File: config.mk
export PLATFORM = sky130hd
export DESIGN_NAME = mib_training_rx
export DESIGN_NICKNAME = d
export VERILOG_FILES = /design/src/rtl/mib_training_rx.sv
export SDC_FILE = /design/constraint.sdc
export NUM_CORES = 1
export LEC_CHECK = 0
export ABC_AREA = 1
export CORE_AREA = 4 4 74 89
export CTS_CLUSTER_DIAMETER = 40
export CTS_CLUSTER_SIZE = 12
export DETAILED_ROUTE_END_ITERATION = 8
export DIE_AREA = 0 0 78 93
export PLACE_DENSITY = 0.73
export SETUP_SLACK_MARGIN = 0.5
export SLEW_MARGIN = 5
export SYNTH_ARGS = -nofsm -noshare
export SYNTH_HDL_FRONTEND = slang
export SYNTH_SLANG_ARGS = --single-unit
File: constraint.sdc
create_clock -name i_clk -period 2.6 [get_ports i_clk]
set_clock_uncertainty 0.1 [all_clocks]
set_input_delay 0.52 -clock i_clk [delete_from_list [all_inputs] [get_ports i_clk]]
set_output_delay 0.52 -clock i_clk [all_outputs]
set_load 0.01 [all_outputs]
File: src/rtl/mib_training_rx.sv
// mib_training_rx: receive-side checker for the 13-bit MIB training bus.
// It aligns to the repeating 7-word training pattern, declares lock, and then
// counts word errors and checks that the training strobe toggles every cycle.
// Optional build macro MIB_BIT_ERR_EN adds the o_bit_err per-bit error mask.
//
// state  | meaning
// SEARCH | hunting for the 0x0AAA head word
// VERIFY | following the pattern, counting consecutive good words
// LOCKED | aligned; idx flywheels, mismatches are counted
module mib_training_rx #(
  parameter int LOCK_COUNT = 14,
  parameter int LOSS_COUNT = 4,
  parameter int ERR_W      = 16
) (
  input  logic             i_clk,
  input  logic             i_rst_n,
  input  logic [12:0]      i_mib_ad,
  input  logic             i_mib,
  input  logic             i_clr_err,
  output logic             o_locked,
  output logic [2:0]       o_word_idx,
  output logic             o_err_pulse,
  output logic [ERR_W-1:0] o_err_cnt,
  output logic             o_toggle_err
`ifdef MIB_BIT_ERR_EN
  ,
  output logic [12:0]      o_bit_err
`endif
);

  localparam int GOOD_W = $clog2(LOCK_COUNT + 1);
  localparam int BAD_W  = $clog2(LOSS_COUNT + 1);
  // good_cnt value whose next match completes the lock run
  localparam logic [GOOD_W-1:0] LOCK_LAST = GOOD_W'(LOCK_COUNT - 1);
  localparam logic [BAD_W-1:0]  LOSS_LAST = BAD_W'(LOSS_COUNT - 1);

  typedef enum logic [1:0] {
    SEARCH = 2'd0,
    VERIFY = 2'd1,
    LOCKED = 2'd2
  } state_t;

  localparam logic [12:0] HEAD_WORD = 13'h0AAA;

  function automatic logic [12:0] pattern(input logic [2:0] sel);
    logic [12:0] w;
    case (sel)
      3'd0:    w = 13'h0AAA;
      3'd1:    w = 13'h0555;
      3'd2:    w = 13'h0F0F;
      3'd3:    w = 13'h10F0;
      3'd4:    w = 13'h0000;
      3'd5:    w = 13'h1FFF;
      3'd6:    w = 13'h00F5;
      default: w = 13'h0AAA;
    endcase
    return w;
  endfunction

  state_t            state, state_nxt;
  logic [2:0]        idx, idx_nxt, idx_inc;
  logic [GOOD_W-1:0] good_cnt, good_nxt;
  logic [BAD_W-1:0]  bad_cnt, bad_nxt;

  logic [12:0]       ad_q;
  logic              mib_q, mib_prev;
  logic [12:0]       exp_word;
  logic              match, is_head;
  logic              word_err, tog_fail;

  assign exp_word = pattern(idx);
  assign match    = (ad_q == exp_word);
  assign is_head  = (ad_q == HEAD_WORD);
  assign idx_inc  = (idx == 3'd6) ? 3'd0 : idx + 3'd1;

  // input capture stage; mib_prev holds the strobe one cycle older for the toggle check
  always_ff @(posedge i_clk or negedge i_rst_n) begin
    if (!i_rst_n) begin
      ad_q     <= '0;
      mib_q    <= 1'b0;
      mib_prev <= 1'b0;
    end else begin
      ad_q     <= i_mib_ad;
      mib_q    <= i_mib;
      mib_prev <= mib_q;
    end
  end

  // FSM state and alignment counters
  always_ff @(posedge i_clk or negedge i_rst_n) begin
    if (!i_rst_n) begin
      state    <= SEARCH;
      idx      <= '0;
      good_cnt <= '0;
      bad_cnt  <= '0;
    end else begin
      state    <= state_nxt;
      idx      <= idx_nxt;
      good_cnt <= good_nxt;
      bad_cnt  <= bad_nxt;
    end
  end

  // next-state: search for head, verify the run, flywheel once locked
  always_comb begin
    state_nxt = state;
    idx_nxt   = idx;
    good_nxt  = good_cnt;
    bad_nxt   = bad_cnt;
    case (state)
      SEARCH: begin
        if (is_head) begin
          state_nxt = VERIFY;
          idx_nxt   = 3'd1;
          good_nxt  = GOOD_W'(1);
        end
      end
      VERIFY: begin
        if (match) begin
          idx_nxt  = idx_inc;
          good_nxt = good_cnt + GOOD_W'(1);
          if (good_cnt == LOCK_LAST) state_nxt = LOCKED;
        end else if (is_head) begin
          // a stray head word restarts the run rather than dropping to search
          idx_nxt  = 3'd1;
          good_nxt = GOOD_W'(1);
        end else begin
          state_nxt = SEARCH;
          idx_nxt   = 3'd0;
          good_nxt  = '0;
        end
      end
      LOCKED: begin
        idx_nxt = idx_inc;
        if (match) begin
          bad_nxt = '0;
        end else if (bad_cnt == LOSS_LAST) begin
          state_nxt = SEARCH;
          idx_nxt   = 3'd0;
          good_nxt  = '0;
          bad_nxt   = '0;
        end else begin
          bad_nxt = bad_cnt + BAD_W'(1);
        end
      end
      default: begin
        state_nxt = SEARCH;
        idx_nxt   = 3'd0;
        good_nxt  = '0;
        bad_nxt   = '0;
      end
    endcase
  end

  // outputs and error qualifiers decoded from the current state
  always_comb begin
    o_locked   = (state == LOCKED);
    o_word_idx = idx;
    word_err   = (state == LOCKED) && !match;
    tog_fail   = (state == LOCKED) && (mib_q == mib_prev);
  end

  // error pulse, saturating counter and sticky toggle flag; clear wins over a same-cycle error
  always_ff @(posedge i_clk or negedge i_rst_n) begin
    if (!i_rst_n) begin
      o_err_pulse  <= 1'b0;
      o_err_cnt    <= '0;
      o_toggle_err <= 1'b0;
    end else begin
      o_err_pulse <= word_err;
      if (i_clr_err) begin
        o_err_cnt    <= '0;
        o_toggle_err <= 1'b0;
      end else begin
        if (word_err && (o_err_cnt != '1)) o_err_cnt <= o_err_cnt + ERR_W'(1);
        if (tog_fail) o_toggle_err <= 1'b1;
      end
    end
  end

`ifdef MIB_BIT_ERR_EN
  // accumulate the bit positions that have ever mismatched while locked
  always_ff @(posedge i_clk or negedge i_rst_n) begin
    if (!i_rst_n) begin
      o_bit_err <= '0;
    end else if (i_clr_err) begin
      o_bit_err <= '0;
    end else if (word_err) begin
      o_bit_err <= o_bit_err | (ad_q ^ exp_word);
    end
  end
`endif

endmodule
==> impl_metrics.tcl, run 1 <==
set metrics [dict create \
    path_delay_family "simple AND/OR/NAND/NOR gates" \
    route.detailed.drc 0 \
    drt_iter0_drc 130 \
    grt_pass1_vias 2637 \
    grtUsageMet3_pct 2.70 \
    cap_violations 0 \
    cp.required_ns 2.69 \
    clk_latency_ns 0.30 \
    grt_setup_unrepaired "true" \
    routed_via_density 5.02 \
    cts_root_buffer "clkbuf_8" \
    ys_ff_latch 45 \
    relSlewSlack_pct 56.9 \
    drv_slew 0 \
    synth_area_leaders "dfrtp_1, nand2_1, nor2_1" \
    clockBufferDepth 2 \
    setup_viol 0 \
    drive_gt1_share_pct 20.8 \
    cts.sinks 45 \
    wire_per_inst_um 13.6 \
    core.rowCount 30 \
    grt_max_degree 29 \
    grt-ovfl-total 0 \
    worstSetupPathType "flop to flop" \
    coreArea_mm2 0.00567 \
    synthCells 367 \
    critPathArrivalTime_ns 2.30 \
    path_max_fanout 6 \
    die_h_um 93 \
    htreeDepth 2 \
    die_w_um 78 \
    slowest_stage "dfrtp_2" \
    grt_antenna_before_repair 0 \
    worstSetupStartpointType "flop" \
    top_usage_layer "met2" \
    power_leakage_uw 0.00180 \
    tightest_slew_ns 0.646 \
    whs_ns 0.136 \
    period_minus_slack_ns 2.21 \
    syn_area_per_cell_um2 7.60 \
    ys_types 30 \
    io_pins 39 \
    fin_nets 452 \
    gr-usage-all-layers_pct 20.2 \
    drt-pass1-iter-count 4 \
    synth_top_cell_by_area "dfrtp_1" \
    antennaDiodeCount 0 \
    crit_buf_inv 4 \
    die-area_mm2 0.00725 \
    critPathCaptureType "flop" \
    wl_mm 6.92 \
    path_clk_slew_ns 0.09 \
    syn-cell-area_mm2 0.00279 \
    synth_top_area_share_pct 40.4 \
    path_cells "inv_4 > ha_4 > nor2_4 > nand3_4 > nand2_4 > inv_4 > nor2_8 > nor2_8 > nand3_4 > nand2_4 > inv_6 > nand2_8 > nand2_8 > clkinv_8 > nand2_2 > nand2_1" \
    cts_hold_buf 0 \
    p_per_area_mw_per_mm2 459 \
    grt_pass1_wl_mm 11.8 \
    yosysSeqAreaShare_pct 40.4 \
    hold_viol 0 \
    synthToLayoutAreaGrowth_pct 33.6 \
    ant_nets 0 \
    cts_tree "yes" \
    globalplace.congestion 0.829 \
    hpwlAfterDp_mm 4.89 \
    cts_buffers 5 \
    vias 2547 \
    initial_core_util_pct 49.2 \
    irDropWorstVdd_uv 273 \
    grt_use_met1_pct 23.6 \
    status "finished, final reports clean" \
    max_freq_mhz 452 \
    slowest_delay_ns 0.46 \
    grt_use_met2_pct 37.0 \
    yosys_warnings 0 \
    finalSetupTns_ns 0 \
    hold_class "input port to asynchronous set/reset pin" \
    period_share_pct 85.1 \
    io_buffers 38 \
    synth_nets 393 \
]
## cells by family (layout without fill, tap and decap cells)
logic type / after synthesis / in the layout / share of synthesized area, %
flip-flops: 45 / 45 / 40.4
XOR/XNOR: 23 / 23 / 7.22
adder cells (fa/ha/maj): 9 / 9 / 4.04
AND/OR/NAND/NOR: 223 / 226 / 36.9
buffers and inverters: 50 / 107 / 7.85
AO/OA/AOI/OAI: 17 / 17 / 3.59
## path summary, 6_finish.rpt
check | start | to | slack (ns) | cells past startpoint
worst min-delay path | i_rst_n | ad_q[11] | 0.14 | 1
worst max register to register | o_word_idx[0] | o_err_cnt[11] | 0.39 | 16
min in group i_clk | mib_q | mib_prev | 0.30 | 0
max in group asynchronous | i_rst_n | o_word_idx[2] | 1.64 | 2
worst min register to register | mib_q | mib_prev | 0.30 | 0
worst max-delay path | o_word_idx[0] | o_err_cnt[11] | 0.39 | 16
## sequential cells by signal, summed over array words and instances (netlist names)
| register | cells |
|---|---|
| o_err_cnt | 16 |
| ad_q | 13 |
| good_cnt | 4 |
| bad_cnt | 3 |
| o_word_idx | 3 |
| state | 2 |
| mib_prev | 1 |
| mib_q | 1 |
| o_err_pulse | 1 |
| o_toggle_err | 1 |
## through the flow
stage | setup slack [ns] | util [%] | std cells | total power (µW) | cell area, µm²
6_report | 0.388 | 65.7 | 507 | 1710 | 3720
5_1_grt | 0.260 | 65.7 | 507 | 1810 | 3720
4_1_cts | 0.396 | 63.8 | 505 | 1710 | 3620
3_5_place_dp | 0.223 | 58.2 | 484 | 1120 | 3300
3_3_place_gp | 0.270 | 58.2 | 484 | 1120 | 3300
2_1_floorplan | 0.491 | - | 367 | 1020 | 2840
## power by group
part,switching (µW),internal (µW)
clock,244,289
combinational,231,180
sequential,41.0,726
total,517,1190
## area by class of cell
| class | instances | area [µm²] |
|---|---|---|
| clock buffer | 6 | 72.6 |
| clock inverter | 2 | 38.8 |
| fill | 464 | 1940 |
| inverter | 45 | 196 |
| multi-input combinational | 275 | 1690 |
| sequential | 45 | 1130 |
| tap | 80 | 100 |
| timing repair buffer | 53 | 487 |
| timing repair inverter | 1 | 11.3 |
## synth_stat cells
cell type and n:
o21bai_1 1, nor2_1 50, a21boi_0 1, nand2_4 3, nand3_4 2, o21ai_1 5
nand4_1 8, xnor2_1 4, nor3_1 9, inv_4 2, nor2_4 2, buf_6 3
nand2_2 8, inv_2 4, o31ai_1 1, xor2_1 19, nand2_1 108, nor4_1 1
nor2_8 2, inv_1 39, buf_4 1, nor2_2 1, nand3_1 27, a21oi_1 3
dfrtp_1 45, ha_1 9, o21ai_0 4, clkbuf_1 1, a22o_1 2, and3_1 2
## routing by layer
| metal | up-vias | share of wire [%] |
|---|---|---|
| li1 | 1268 | - |
| met1 | 1189 | 40 |
| met2 | 68 | 53 |
| met3 | 22 | 3.3 |
| met4 | 0 | 3.0 |
| met5 | - | 0 |
## placed cells by master (no fill, tap or decap), drive strengths merged
cell | netlist | final
nand2 | 119 | 121
nor2 | 55 | 55
o31ai | 1 | 1
clkinv | 0 | 2
a21boi | 1 | 1
nand4 | 8 | 8
and3 | 2 | 2
o21ai | 9 | 9
clkdlybuf4s50 | 0 | 36
bufinv | 0 | 1
dfrtp | 45 | 45
a21oi | 3 | 3
nand3 | 29 | 30
inv | 45 | 45
a22o | 2 | 2
nor3 | 9 | 9
nor4 | 1 | 1
o21bai | 1 | 1
dlygate4sd2 | 0 | 1
ha | 9 | 9
clkbuf | 1 | 6
buf | 4 | 16
xnor2 | 4 | 4
xor2 | 19 | 19
## what timing repair did
action / in CTS / in global routing
setup buffers: 9 / 2
endpoints found under the setup margin: 26 / 29
pin swaps: 17 / 21
gates resized for setup: 30 / 23
gates cloned: 4 / 0
Note: power is estimated with default switching activity, not from simulation.
==> inputs of run 2 (changes only) <==
- PLACE_DENSITY: 0.73 -> 0.72
==> run 2 against run 1 <==
Compared with the run above: sequential share of layout area is 0.22 points higher; via count is 0.24% higher; final cell count is 0.39% lower; design area is 0.84% lower; largest cell class unchanged.
==> impl_metrics.tcl, run 2 (synthesis results as in run 1) <==
set metrics [dict create \
    status "finished, final reports clean" \
    seqPwrFrac_pct 44.1 \
    coreArea_mm2 0.00567 \
    worstSetupStartpointType "flop" \
    place_ws_ns 0.189 \
    slowest_delay_ns 0.48 \
    initial_core_util_pct 49.2 \
    cts.sinks 45 \
    antennaDiodeCount 0 \
    hold_class "input port to asynchronous set/reset pin" \
    io_pins 39 \
    clockBufferDepth 2 \
    final_util_pct 65.2 \
    cp.required_ns 2.74 \
    wire_per_inst_um 13.9 \
    setup_viol 0 \
    routed_via_density 5.06 \
    path_clk_slew_ns 0.09 \
    gr-usage-all-layers_pct 20.1 \
    grt_max_degree 36 \
    path_cells "inv_4 > ha_4 > nor2_4 > nand3_4 > nand2_4 > nand2_2 > nand2_2 > nand2_2 > inv_2 > nand3_4 > nand2_4 > inv_4 > nand2_8 > nand2_8 > inv_8 > nand2_1 > nand2_1" \
    largest_reg_flops 16 \
    drive_gt1_share_pct 21.2 \
    fin_nets 450 \
    crit_buf_inv 4 \
    grt_antenna_before_repair 0 \
    path_max_fanout 7 \
    vias 2553 \
    core.rowCount 30 \
    clk_latency_ns 0.30 \
    final_cell_mix "nand2_1, nor2_1, dfrtp_1" \
    worst-r2r-setup-slack_ns 0.35 \
    hpwlAfterDp_mm 4.78 \
    swShare_pct 29.9 \
    drt_iter0_drc 128 \
    period_share_pct 86.7 \
    top_regs "o_err_cnt (16), ad_q (13), good_cnt (4)" \
    grt_pass1_wl_mm 11.5 \
    die-area_mm2 0.00725 \
    wl_mm 7.01 \
    cts_buffers 5 \
    r2r_cells 17 \
    regToRegEndpoint "o_err_cnt[7]" \
    r2r-start "o_word_idx[0]" \
    cts_hold_buf 0 \
    grt_pass1_vias 2589 \
    p_per_area_mw_per_mm2 472 \
    cp_common_cell "nand2_2" \
    route.detailed.drc 0 \
    finalSetupTns_ns 0 \
    grt-ovfl-total 0 \
    nFillCells 488 \
    htreeDepth 2 \
    globalplace.congestion 0.852 \
    power_leakage_uw 0.00179 \
    switchingPower_uw 521 \
    combinationalPowerShare_pct 24.0 \
    hold_viol 0 \
    irDropWorstVdd_uv 306 \
    worstSetupPathType "flop to flop" \
    cap_violations 0 \
    period_minus_slack_ns 2.25 \
    die_h_um 93 \
    clkPwrFrac_pct 32.0 \
    mostFrequentLayoutCell "nand2_1" \
    drt-pass1-iter-count 4 \
    synthToLayoutAreaGrowth_pct 32.4 \
    top_register "o_err_cnt" \
    power.internal_uw 1220 \
    tightest_slew_ns 0.792 \
    ant_nets 0 \
    path_delay_family "simple AND/OR/NAND/NOR gates" \
    critPathCaptureType "flop" \
    drv_slew 0 \
    die_w_um 78 \
    worst_slack_ns 0.346 \
    grt_setup_unrepaired "true" \
    cts_root_buffer "clkbuf_8" \
    slowest_stage "dfrtp_2" \
    io_buffers 38 \
    critPathArrivalTime_ns 2.39 \
    max_freq_mhz 444 \
    relSlewSlack_pct 47.2 \
    cts_tree "yes" \
]
==> run 2: what timing repair did <==
action | in CTS | in global routing
endpoints found under the setup margin | 26 | 27
resized for setup | 19 | 30
pin swaps | 8 | 21
setup buffers | 7 | 2
cloned | 4 | 0
==> run 2: worst max-delay path by stage <==
stage	start	endpoint	slack, ns	cells past startpoint
2_1_floorplan	o_word_idx[0]	o_err_cnt[1]	0.49	17
5_1_grt	o_word_idx[0]	state[0]	0.23	14
6_report	o_word_idx[0]	o_err_cnt[7]	0.35	17
3_5_place_dp	o_word_idx[0]	o_err_cnt[7]	0.19	18
3_3_place_gp	o_word_idx[0]	o_err_cnt[1]	0.26	18
4_1_cts	o_word_idx[0]	o_err_cnt[14]	0.38	16
==> run 2: cell type report <==
class	instances	area, µm²	area share (%)
Sequential cell	45	1130	30.6
Clock inverter	1	30.0	0.813
Tap cell	80	100	2.71
Multi-Input combinational cell	275	1670	45.3
Clock buffer	7	86.3	2.34
Inverter	45	186	5.05
Timing Repair Buffer	51	475	12.9
Timing Repair inverter	1	11.3	0.305
==> run 2: stage by stage <==
| stage | total power, µW | std cells | hold slack, ns | area [µm²] |
|---|---|---|---|---|
| 2_1_floorplan | 1020 | 367 | 0.124 | 2840 |
| 3_3_place_gp | 1120 | 484 | 0.283 | 3300 |
| 4_1_cts | 1720 | 503 | 0.225 | 3560 |
| 3_5_place_dp | 1130 | 484 | 0.289 | 3300 |
| 6_report | 1740 | 505 | 0.197 | 3690 |
| 5_1_grt | 1830 | 505 | 0.255 | 3690 |
==> run 2: worst reg2reg max path: cells and delay by family (launching register included) <==
family | cells | cell delay [ns]
fa+ha+maj | 1 | 0.19
flops | 1 | 0.48
simple gates | 12 | 1.11
buf+inv | 4 | 0.32
==> run 2: metal layers <==
layer	routed length [µm]	vias to the layer above	track usage [%]
li1	-	1264	-
met1	2770	1193	22.8
met2	3710	75	36.0
met3	296	21	3.76
met4	240	0	9.77
met5	0	-	0
==> run 2: power groups by stage <==
| stage | clock network [µW] | registers (µW) | logic, µW |
|---|---|---|---|
| 3_5_place_dp | 0 | 778 | 347 |
| 2_1_floorplan | 0 | 770 | 252 |
| 6_report | 557 | 768 | 417 |
| 5_1_grt | 598 | 774 | 462 |
| 3_3_place_gp | 0 | 777 | 338 |
| 4_1_cts | 567 | 765 | 390 |
